**config.mk**
```make
export PLATFORM = sky130hd
export DESIGN_NAME = ram_access_ctrl
export DESIGN_NICKNAME = d
export VERILOG_FILES = /design/src/rtl/ram_access_ctrl.sv
export SDC_FILE = /design/constraint.sdc
export NUM_CORES = 1
export LEC_CHECK = 0
export CAP_MARGIN = 15
export CELL_PAD_IN_SITES_DETAIL_PLACEMENT = 1
export CELL_PAD_IN_SITES_GLOBAL_PLACEMENT = 1
export CORE_MARGIN = 3
export CORE_UTILIZATION = 28
export DETAILED_ROUTE_END_ITERATION = 7
export PLACE_DENSITY_LB_ADDON = 0.1
export SYNTH_ARGS = -nofsm -noshare
export SYNTH_HDL_FRONTEND = slang
export SYNTH_SLANG_ARGS = --single-unit
```
**constraint.sdc**
```tcl
create_clock -name CLK -period 5.5 [get_ports CLK]
set_input_delay 0.825 -clock CLK [delete_from_list [all_inputs] [get_ports CLK]]
set_output_delay 0.825 -clock CLK [all_outputs]
set_load 0.005 [all_outputs]
```
**src/rtl/ram_access_ctrl.sv**
```systemverilog
// ram_access_ctrl
//   Sits in front of a single-port 32-bit word RAM (combinational read,
//   write on the rising edge) and serves two requesters: instruction fetch
//   (IF, word reads only) and load/store (LS). One transaction takes three
//   cycles: IDLE (handshake), ACCESS (RAM cycle), RESP (one-cycle response).
//   Sub-word stores are merged with the current RAM word within the ACCESS
//   cycle, so the RAM only ever sees full-word writes.
//
// Ports
//   CLK, RESET                    clock, synchronous active-high reset
//   IF_REQ_VALID/READY, IF_ADDR   fetch request (byte address)
//   IF_RSP_VALID/DATA/ERROR       fetch response, one-cycle pulse
//   LS_REQ_VALID/READY, LS_ADDR,
//   LS_WRITE, LS_FUNCT3, LS_WDATA load/store request (RV32 width codes)
//   LS_RSP_VALID/DATA/ERROR       load/store response, one-cycle pulse
//   RAM_ADDRESS, RAM_DATA_IN,
//   RAM_WRITE_ENABLE, RAM_DATA_OUT  RAM interface
module ram_access_ctrl #(
  parameter int ADDR_WIDTH = 10
) (
  input  logic                  CLK,
  input  logic                  RESET,
  input  logic                  IF_REQ_VALID,
  output logic                  IF_REQ_READY,
  input  logic [31:0]           IF_ADDR,
  output logic                  IF_RSP_VALID,
  output logic [31:0]           IF_RSP_DATA,
  output logic                  IF_RSP_ERROR,
  input  logic                  LS_REQ_VALID,
  output logic                  LS_REQ_READY,
  input  logic [31:0]           LS_ADDR,
  input  logic                  LS_WRITE,
  input  logic [2:0]            LS_FUNCT3,
  input  logic [31:0]           LS_WDATA,
  output logic                  LS_RSP_VALID,
  output logic [31:0]           LS_RSP_DATA,
  output logic                  LS_RSP_ERROR,
  output logic [ADDR_WIDTH-1:0] RAM_ADDRESS,
  output logic [31:0]           RAM_DATA_IN,
  output logic                  RAM_WRITE_ENABLE,
  input  logic [31:0]           RAM_DATA_OUT
);

  typedef enum logic [1:0] {IDLE, ACCESS, RESP} state_t;

  state_t                  state;
  logic                    last_ls;
  logic                    grant_if;
  logic                    grant_ls;
  logic                    handshake;
  logic [31:0]             sel_addr;
  logic                    sel_write;
  logic [2:0]              sel_f3;
  logic [31:0]             load_data;

  logic                    is_ls_p1;
  logic [ADDR_WIDTH-1:0]   word_addr_p1;
  logic [1:0]              off_p1;
  logic                    write_p1;
  logic [2:0]              f3_p1;
  logic [31:0]             wdata_p1;
  logic                    err_p1;

  // Fault classification of a request: out-of-range address, misalignment,
  // reserved width codes, and unsigned widths used on a store.
  function automatic logic access_error(input logic [31:0] addr,
                                        input logic        write,
                                        input logic [2:0]  f3);
    logic bad;
    bad = ((addr >> (ADDR_WIDTH + 2)) != 32'd0);
    case (f3)
      3'b000:  bad = bad;
      3'b100:  bad = bad | write;
      3'b001:  bad = bad | addr[0];
      3'b101:  bad = bad | addr[0] | write;
      3'b010:  bad = bad | (addr[1:0] != 2'b00);
      default: bad = 1'b1;
    endcase
    return bad;
  endfunction

  // Replace the addressed byte/halfword lanes of the old word with the
  // right-aligned store data.
  function automatic logic [31:0] store_merge(input logic [31:0] old_word,
                                              input logic [31:0] wd,
                                              input logic [2:0]  f3,
                                              input logic [1:0]  off);
    logic [31:0] mask;
    logic [4:0]  sh;
    sh = {off, 3'b000};
    case (f3[1:0])
      2'b00:   mask = 32'h0000_00FF;
      2'b01:   mask = 32'h0000_FFFF;
      default: mask = 32'hFFFF_FFFF;
    endcase
    return (old_word & ~(mask << sh)) | ((wd & mask) << sh);
  endfunction

  // Shift the addressed lane down to bit 0 and extend to 32 bits.
  function automatic logic [31:0] load_extract(input logic [31:0] word,
                                               input logic [2:0]  f3,
                                               input logic [1:0]  off);
    logic [31:0] s;
    s = word >> {off, 3'b000};
    case (f3)
      3'b000:  return {{24{s[7]}}, s[7:0]};
      3'b001:  return {{16{s[15]}}, s[15:0]};
      3'b100:  return {24'd0, s[7:0]};
      3'b101:  return {16'd0, s[15:0]};
      default: return s;
    endcase
  endfunction

  // Round-robin: on a tie, the requester not granted last time wins.
  always_comb begin
    grant_if     = IF_REQ_VALID && (!LS_REQ_VALID || last_ls);
    grant_ls     = LS_REQ_VALID && !grant_if;
    IF_REQ_READY = (state == IDLE) && !RESET && grant_if;
    LS_REQ_READY = (state == IDLE) && !RESET && grant_ls;
    handshake    = IF_REQ_READY || LS_REQ_READY;
    sel_addr     = grant_if ? IF_ADDR : LS_ADDR;
    sel_write    = grant_if ? 1'b0 : LS_WRITE;
    sel_f3       = grant_if ? 3'b010 : LS_FUNCT3;
  end

  // ACCESS stage: RAM read data is valid this cycle; writes commit at its end.
  always_comb begin
    RAM_ADDRESS      = word_addr_p1;
    RAM_DATA_IN      = store_merge(RAM_DATA_OUT, wdata_p1, f3_p1, off_p1);
    RAM_WRITE_ENABLE = (state == ACCESS) && write_p1 && !err_p1 && !RESET;
    load_data        = (err_p1 || write_p1) ? 32'd0
                                            : load_extract(RAM_DATA_OUT, f3_p1, off_p1);
  end

  always_ff @(posedge CLK) begin
    if (RESET) begin
      state        <= IDLE;
      last_ls      <= 1'b1;
      word_addr_p1 <= '0;
      IF_RSP_VALID <= 1'b0;
      IF_RSP_DATA  <= 32'd0;
      IF_RSP_ERROR <= 1'b0;
      LS_RSP_VALID <= 1'b0;
      LS_RSP_DATA  <= 32'd0;
      LS_RSP_ERROR <= 1'b0;
    end else begin
      case (state)
        // IDLE -> p1: capture the granted request
        IDLE: begin
          if (handshake) begin
            state        <= ACCESS;
            last_ls      <= LS_REQ_READY;
            is_ls_p1     <= LS_REQ_READY;
            word_addr_p1 <= sel_addr[ADDR_WIDTH+1:2];
            off_p1       <= sel_addr[1:0];
            write_p1     <= sel_write;
            f3_p1        <= sel_f3;
            wdata_p1     <= LS_WDATA;
            err_p1       <= access_error(sel_addr, sel_write, sel_f3);
          end
        end
        // ACCESS -> RESP: register the response for the captured requester
        ACCESS: begin
          state <= RESP;
          if (is_ls_p1) begin
            LS_RSP_VALID <= 1'b1;
            LS_RSP_DATA  <= load_data;
            LS_RSP_ERROR <= err_p1;
          end else begin
            IF_RSP_VALID <= 1'b1;
            IF_RSP_DATA  <= load_data;
            IF_RSP_ERROR <= err_p1;
          end
        end
        // RESP -> IDLE: response pulse ends
        default: begin
          state        <= IDLE;
          IF_RSP_VALID <= 1'b0;
          IF_RSP_DATA  <= 32'd0;
          IF_RSP_ERROR <= 1'b0;
          LS_RSP_VALID <= 1'b0;
          LS_RSP_DATA  <= 32'd0;
          LS_RSP_ERROR <= 1'b0;
        end
      endcase
    end
  end

endmodule
```
# Word level (Yosys, flattened, before mapping)

Index checks and enable logic that the tools add are counted.

Register bits after elaboration: 121
Bits in latches: 0
Memory bits (writable): 0
Bits in read-only memories: 0
Input bits: 136
Output and inout port bits: 113
Memories kept: 0

Add/sub/neg operators: 0
Multiply operators: 0
Divide/modulo/power cells: 0
$lt $le $gt $ge: 0
Equality and inequality tests: 12
Shift operators: 3
Multiplexer cells: 21
Bitwise operators: 10
Reduce and logical (&&, ||, !) cells: 25

Operators by type and width:

| operator             | count |
|---|---|
| $pmux W32 S2         | 3 |
| $mux W32             | 4 |
| $pmux W32 S4         | 1 |
| $and A32 B32 Y32     | 2 |
| $shl A32 B5 Y32      | 2 |
| $not A32 Y32         | 1 |
| $or A32 B32 Y32      | 1 |
| $reduce_bool A32 Y1  | 1 |
| $shr A32 B5 Y32      | 1 |
| $eq A3 B3 Y1 const B | 4 |
| $logic_and A1 B1 Y1  | 8 |
| $pmux W1 S2          | 4 |
| $eq A3 B1 Y1 const B | 2 |
| $logic_not A3 Y1     | 2 |
| $ne A2 B2 Y1 const B | 3 |
| $reduce_and A2 Y1    | 3 |
| $mux W1              | 5 |
| $pmux W1 S5          | 1 |
| $eq A2 B1 Y1 const B | 2 |
| $logic_not A1 Y1     | 4 |
| $logic_not A2 Y1     | 2 |
| $or A1 B1 Y1         | 4 |
| $pmux W2 S2          | 1 |
| $eq A3 B2 Y1 const B | 1 |
| other kinds (6)      | 9 |

# Depth between registers and ports, before layout

Depth in word-level cells: 9
Gate-level depth with buffers: 7

# Worst setup path after synthesis

No wires, ideal clock.

Kind: in2reg
Start point: input RESET
End point: register err_p1, enable pin
Setup time: 0.420 ns
Arrival time: 2.765 ns
Required time: 5.080 ns
Setup slack: 2.315 ns
Cell stages on the path: 4
Path buffers: 2
Cell sequence: clkbuf_1 nor3_1 o21a_1 clkbuf_1

Cells in the longest elaborated chain, start to end: 5
Elaborated cells on any way between the ends: 7

Ends and longest elaborated chain:

| what                                          | line     | text |
|---|---|---|
| start: declaration                            | 22       | `input logic RESET,` |
| $logic_not A1 Y1                              | 118, 119 |  |
| $logic_and A1 B1 Y1                           | 118, 119 |  |
| $logic_and A1 B1 Y1, on equally long branches | 118, 119 |  |
| $logic_or A1 B1 Y1                            | 120      | `handshake = IF_REQ_READY \|\| LS_REQ_READY;` |
| $reduce_and A3 Y1 (no line) *                 | --       |  |
| end signal: assignment                        | 159      | `err_p1 <= access_error(sel_addr, sel_write, sel_f3);` |
| end: declaration                              | 62       | `logic err_p1;` |

Mark *: on every way between the ends. The rest lies on a longest branch, timed or not.
A chain may end at the register's enable or synchronous reset.

# Worst setup path after layout

Start point: register f3_p1[1]
End point: output RAM_DATA_IN[8]

Cells in the longest elaborated chain, start to end: 6
Elaborated cells on any way between the ends: 9

Ends and longest elaborated chain:

| what                                             | line | text |
|---|---|---|
| start: declaration                               | 60   | `logic [2:0] f3_p1;` |
| start signal: assignment                         | 157  | `f3_p1 <= sel_f3;` |
| $eq A2 B1 Y1 or $logic_not A2 Y1 (tied branches) | 91   | `case (f3[1:0])` |
| $pmux W32 S2 *                                   | 91   |  |
| $shl A32 B5 Y32                                  | 96   | `return (old_word & ~(mask << sh)) \| ((wd & mask) << sh);` |
| $not A32 Y32                                     | 96   |  |
| $and A32 B32 Y32                                 | 96   |  |
| $or A32 B32 Y32 *                                | 96   |  |
| end: declaration                                 | 39   | `output logic [31:0] RAM_DATA_IN,` |

Marked as above.

==> impl_metrics.toml <==
[outcome]
status = "finished clean"

[worst_setup_path]
critPathCaptureType = "output port"
critical_path_class = "register to output port"
crit_arrival_ps = 3250
crit_fanout = 23
cp-start-kind = "register"
cp_data_required_time_ps = 4680

[job]
cap_viol_max_count = 0

[drt]
drt_first_pass_iters = 5
ant_nets = 0
post_drt_via_cell_ratio = 5.09
wl_um = 23500
drt_iter0_markers = 358
wire_per_inst_um = 20.9
vias = 5732
drc_errors = 0

[final_layout]
area_growth_pct = 54.8
final_util_pct = 44.8
fillers = 2324
drive_gt1_share_pct = 8.07
fin_area_um2 = 9170
finalNetCount = 979

[yosys]
ys_seq_elements = 121
syn_area_per_cell_um2 = 9.65
syn_inst = 614
yosysWarnings = 0
syn_nets = 750
synth.distinct_cells = 50
synth_edf_count = 40
synth_area_um2 = 5920
ys_async_sr_fraction_pct = 0
synth_ff_type = "dfxtp_1"
yosysSeqAreaShare_pct = 47.6

[clock_tree]
clock_path_buffers = 2
cts_buffers = 17
htree_levels = 4
cts_resized = 0
cts_root_buf = "clkbuf_16"
postCtsSetupBuffers = 0
clk_pin_slew_worst_paths_ps = 50
clk_latency_ps = 410
cts_tree = "yes"
clkSinkCount = 121
hold_buffers = 0

[min_path]
hold_class = "register to register"

[sta]
skew_ps = 7.28
period_needed_ps = 4080
fin_tns_setup_ps = 0
slew_viol_final = 0
fin_crit_sh_pct = 74.1
final.setup.worst_slack_ps = 1420
worst_slew_pin_slew_ps = 921
hold_violations = 0
max_freq_ghz = 0.245
setup_viol = 0
rsz0062_at_grt = "no"
relSlewSlack_pct = 38.4

[global_routing]
grt_pass1_wl_um = 35900
grt-ovfl-total = 0
antenna_found_initial = 2
track_usage_pct = 20.7
grt_max_degree = 44
grt_pass1_vias = 6160

[floorplan]
start_util_pct = 28.9
rows = 52
dieArea_um2 = 22900
die_y_um = 151
pin_count = 249
die_w_um = 151
core-area_um2 = 20500

[power_and_ir_drop]
ir_drop_mv = 0.184
finalPower_mw = 2.52
leakage_nw = 3.28
power_density_nw_per_um2 = 274

[placed_design]
finalWeightedCongestion = 0.890
hpwl_um = 18700
place_area_um2 = 8590
place.port_buffers = 248
place_ws_ps = 1570
layout by cell type (no fill, tap or decap), drive strengths merged, types with 12 or more instances in the layout:
cell,n
a21oi,13
a22oi,22
and2,13
clkbuf,22
clkdlybuf4s50,248
dfxtp,81
edfxtp,40
mux2i,36
nand2,90
nand3,12
nor2,44
o21ai,59
o31ai,16
final cells by class:
| class | count | area (um^2) | share of cell area (%) |
|---|---|---|---|
| diodes | 1 | 2.50 | 0.0273 |
| clock buffers | 22 | 474 | 5.17 |
| clock inverters | 9 | 96.3 | 1.05 |
| inverters | 9 | 33.8 | 0.368 |
| multi-input cells | 437 | 2850 | 31.1 |
| flip-flops and latches | 121 | 2820 | 30.8 |
| well taps | 270 | 338 | 3.68 |
| repair buffers | 257 | 2550 | 27.8 |
worst max-delay path, cell delays in order, from the launching register on:
cell and delay [ps]:
edfxtp_1 810, nor2_1 410, nor2_1 460, a22oi_1 110, o21ai_0 440, clkdlybuf4s50_1 600
sequential cells by signal, indices dropped and copies added (netlist names), 2 cells and up:
| name | flops |
|---|---|
| off_p1 | 2 |
| IF_RSP_DATA | 32 |
| RAM_ADDRESS | 10 |
| f3_p1 | 3 |
| LS_RSP_DATA | 32 |
| state | 2 |
| wdata_p1 | 32 |
synthesized netlist by cell type, types with 3 or more instances:
| master | number | area, um^2 |
|---|---|---|
| o31ai_1 | 14 | 105 |
| mux2_2 | 9 | 101 |
| nor4_1 | 10 | 62.6 |
| or3_1 | 8 | 50.1 |
| nor2_1 | 44 | 165 |
| a311oi_1 | 11 | 96.3 |
| nand3_1 | 12 | 60.1 |
| a221o_1 | 9 | 90.1 |
| o221ai_1 | 7 | 61.3 |
| buf_2 | 12 | 60.1 |
| and2_1 | 12 | 75.1 |
| nor3b_1 | 7 | 52.6 |
| a31oi_1 | 8 | 50.1 |
| dfxtp_1 | 81 | 1620 |
| nor3_1 | 8 | 40.0 |
| mux4_2 | 8 | 180 |
| o21a_1 | 10 | 75.1 |
| edfxtp_1 | 40 | 1200 |
| o21ai_0 | 51 | 255 |
| a22oi_1 | 22 | 165 |
| clkbuf_1 | 28 | 105 |
| or2_2 | 3 | 18.8 |
| nor2b_1 | 7 | 43.8 |
| nand2_1 | 90 | 338 |
| mux2i_1 | 36 | 360 |
| inv_1 | 8 | 30.0 |
| a21oi_1 | 12 | 60.1 |
| a21boi_0 | 8 | 60.1 |
| o21ai_1 | 8 | 40.0 |
| buf_6 | 3 | 33.8 |
through the flow:
stage	std cells	hold WS, ps
global placement	1093	440
CTS	1124	459
detailed placement	1093	446
global route	1126	476
floorplan	614	446
finish	1126	454
final timing paths:
path                                      start         endpoint  slack (ps)  depth (start not counted)
worst max-delay path                   f3_p1[1]   RAM_DATA_IN[8]        1420                          5
worst min-delay path            LS_RSP_DATA[15]  LS_RSP_DATA[15]         450                          2
worst max register to register        off_p1[1]  LS_RSP_DATA[30]        3050                          5
worst min register to register  LS_RSP_DATA[15]  LS_RSP_DATA[15]         450                          2
cell families (layout without fill, tap and decap cells):
| kind of cell | after synthesis | after routing | share of synthesized area [%] |
|---|---|---|---|
| AOI/OAI and AO/OA | 170 | 170 | 20.1 |
| buffers and inverters | 56 | 297 | 4.31 |
| muxes | 53 | 53 | 10.8 |
| other | 0 | 1 | 0 |
| DFF | 121 | 121 | 47.6 |
| and+or+nand+nor | 214 | 214 | 17.1 |
layer usage:
| metal | wire, um | track usage [%] |
|---|---|---|
| met1 | 9990 | 25.6 |
| met2 | 11800 | 35.1 |
| met3 | 1400 | 5.50 |
| met4 | 346 | 6.71 |
| met5 | 13 | 0 |
report_power, final:
group,switching (mW),internal (mW),total [mW]
clock network,0.388,0.695,1.08
registers,0.0312,0.960,0.991
logic,0.209,0.236,0.445
Note: power is estimated with default switching activity, not from simulation.
==> patch, RTL diff (same settings) <==
Encoding of `state_t`: now one-hot (3 bits for 3 states).
--- a/src/rtl/ram_access_ctrl.sv
+++ b/src/rtl/ram_access_ctrl.sv
@@ -42,5 +42,5 @@
 );
 
-  typedef enum logic [1:0] {IDLE, ACCESS, RESP} state_t;
+  typedef enum logic [2:0] {IDLE = 3'b001, ACCESS = 3'b010, RESP = 3'b100} state_t;
 
   state_t                  state;
Function: no difference found for any inputs over 4 cycles, from zero or initial values and one cycle with RESET high; so few cycles prove little.
==> patch against the original RTL <==
- total power up 0.51%
- wire length up 0.12%
- sequential cell count increased by 1
- sequential share of layout area grew 0.28 points
- combinational power is 4.7% higher
- synthesized cell count fell by 2.6%
- clock skew grew 0.0048 ns
- first-iteration DRC count fell by 15%
- synthesized area grew 2.3%
- non-clock buffer count is 5 lower
- cell area decreased by 0.19%
- count of clock-buffer cells in the layout rose by 2
- setup slack worse by 0.024 ns
- die area rose by 2.2%
- critical path type unchanged
- largest power group unchanged
==> patch: results (changes against the original RTL) <==
* Clock power frac at 0.421 (-0.009)
* FILL cells at 2329 (+0.22%)
* Initial detailed-routing violation count at 304 (-15%)
* DP HPWL at 18400 µm (-1.4%)
* Comb power frac at 0.184 (+0.007)
* Leak Pwr at 0.00317 µW (-3.2%)
* Total wire length after detailed routing at 23600 µm (+0.12%)
* Routed vias at 5726 (-0.10%)
* Sw Share at 0.260 (+0.0112)
* First-pass DRT Iterations at 4 (-1)
* Non-Filler Instances at 1103 (-2.0%)
* RR Startpoint: off_p1[0]$_DFFE_PP_
* Post-synth top cells: dfxtp_1, nand2_1, edfxtp_1, a21oi_1, nor2_1
* Clock skew at 0.0120 ns (+0.00476 ns)
* Complex-gate fraction of the synthesized area at 0.236 (+0.0357)
* Tot GR Track Use at 0.198 (-0.00953)
* Hold endpoint: LS_RSP_DATA[6]$_SDFFE_PP0P_
* Synthesized Nets at 734 (-2.1%)
* Pre-CTS setup slack at 1.57 ns (-0.000260 ns)
* Worst R2R Setup Slack at 2.84 ns (-0.21 ns)
* Area after DPL at 8600 µm² (about the same)
* Area contributors post-synth: dfxtp_1, edfxtp_1, a32o_1, nand2_1, a21oi_1
* Share of layout cells above drive strength 1 at 0.0773 (-0.00341)
* Peak fanout along the critical path at 62 (+170%)
* Detailed route wirelength on metal3 at 1490 µm (+5.8%)
* Final Power at 2530 µW (+0.51%)
* Highest Signal Layer: met4
* Pin count of the biggest net entering global routing at 63 (+43%)
* Synth cell types at 63 (+26%)
* Seq/Total Area, Yosys at 0.469 (-0.00742)
* Grt met2 use at 0.333 (-0.0180)
* Number of global-route vias before repair at 6146 (-0.23%)
* Slew @ Worst Pin at 1.09 ns (+0.173 ns)
* Status: completed
* Hold_sp: LS_RSP_DATA[6]$_SDFFE_PP0P_
* Peak supply drop at 0.000207 V (+13%)
* Diode count at 0 (-1)
* XOR/XNOR Fraction of Synth Area at 0.00145 (+0.00145)
* CP peak stage delay at 0.77 ns (-0.04 ns)
* Hold_ws at 0.458 ns (+0.00412 ns)
* Syn_area_per_cell at 10.1 µm² (+5.0%)
* CP endpoint: RAM_DATA_IN[16]
* DRT met1 WL at 10200 µm (+1.8%)
* First-pass GRT wire length at 36500 µm (+1.7%)
* Initial antenna violation count at 0 (-2)
-- patch: cell count changes after synthesis, moves of 8 or more --
cell / delta
nor2_1: -13
o31ai_1: -12
and2_1: -8
nand2_1: -25
o21ai_0: -25
a21oi_1: +25
o2bb2ai_1: +16
and3_1: +11
mux2i_1: -18
a32o_1: +30
-- patch: layout make-up --
cell class | instances | share of cell area
clock buffers | 24 | 0.0538
well taps | 275 | 0.0376
flip-flops and latches | 122 | 0.310
inverters | 10 | 0.00410
clock inverters | 8 | 0.00724
multi-input cells | 412 | 0.313
repair buffers | 252 | 0.274
-- patch: worst reg2reg max path: cells and delay by family (launching register included) --
family,cells,cell delay (ns)
buf+inv,1,0.69
compound gates,1,0.06
simple gates,2,0.33
flops,1,0.77
mux,1,0.69
-- patch: kinds of logic (layout without fill, tap and decap cells) --
kind of cell / count (synthesis) / count (layout)
compound gates: 192 / 192
xor+xnor: 1 / 1
buf+inv: 64 / 294
flops: 122 / 122
mux: 35 / 35
simple gates: 184 / 184
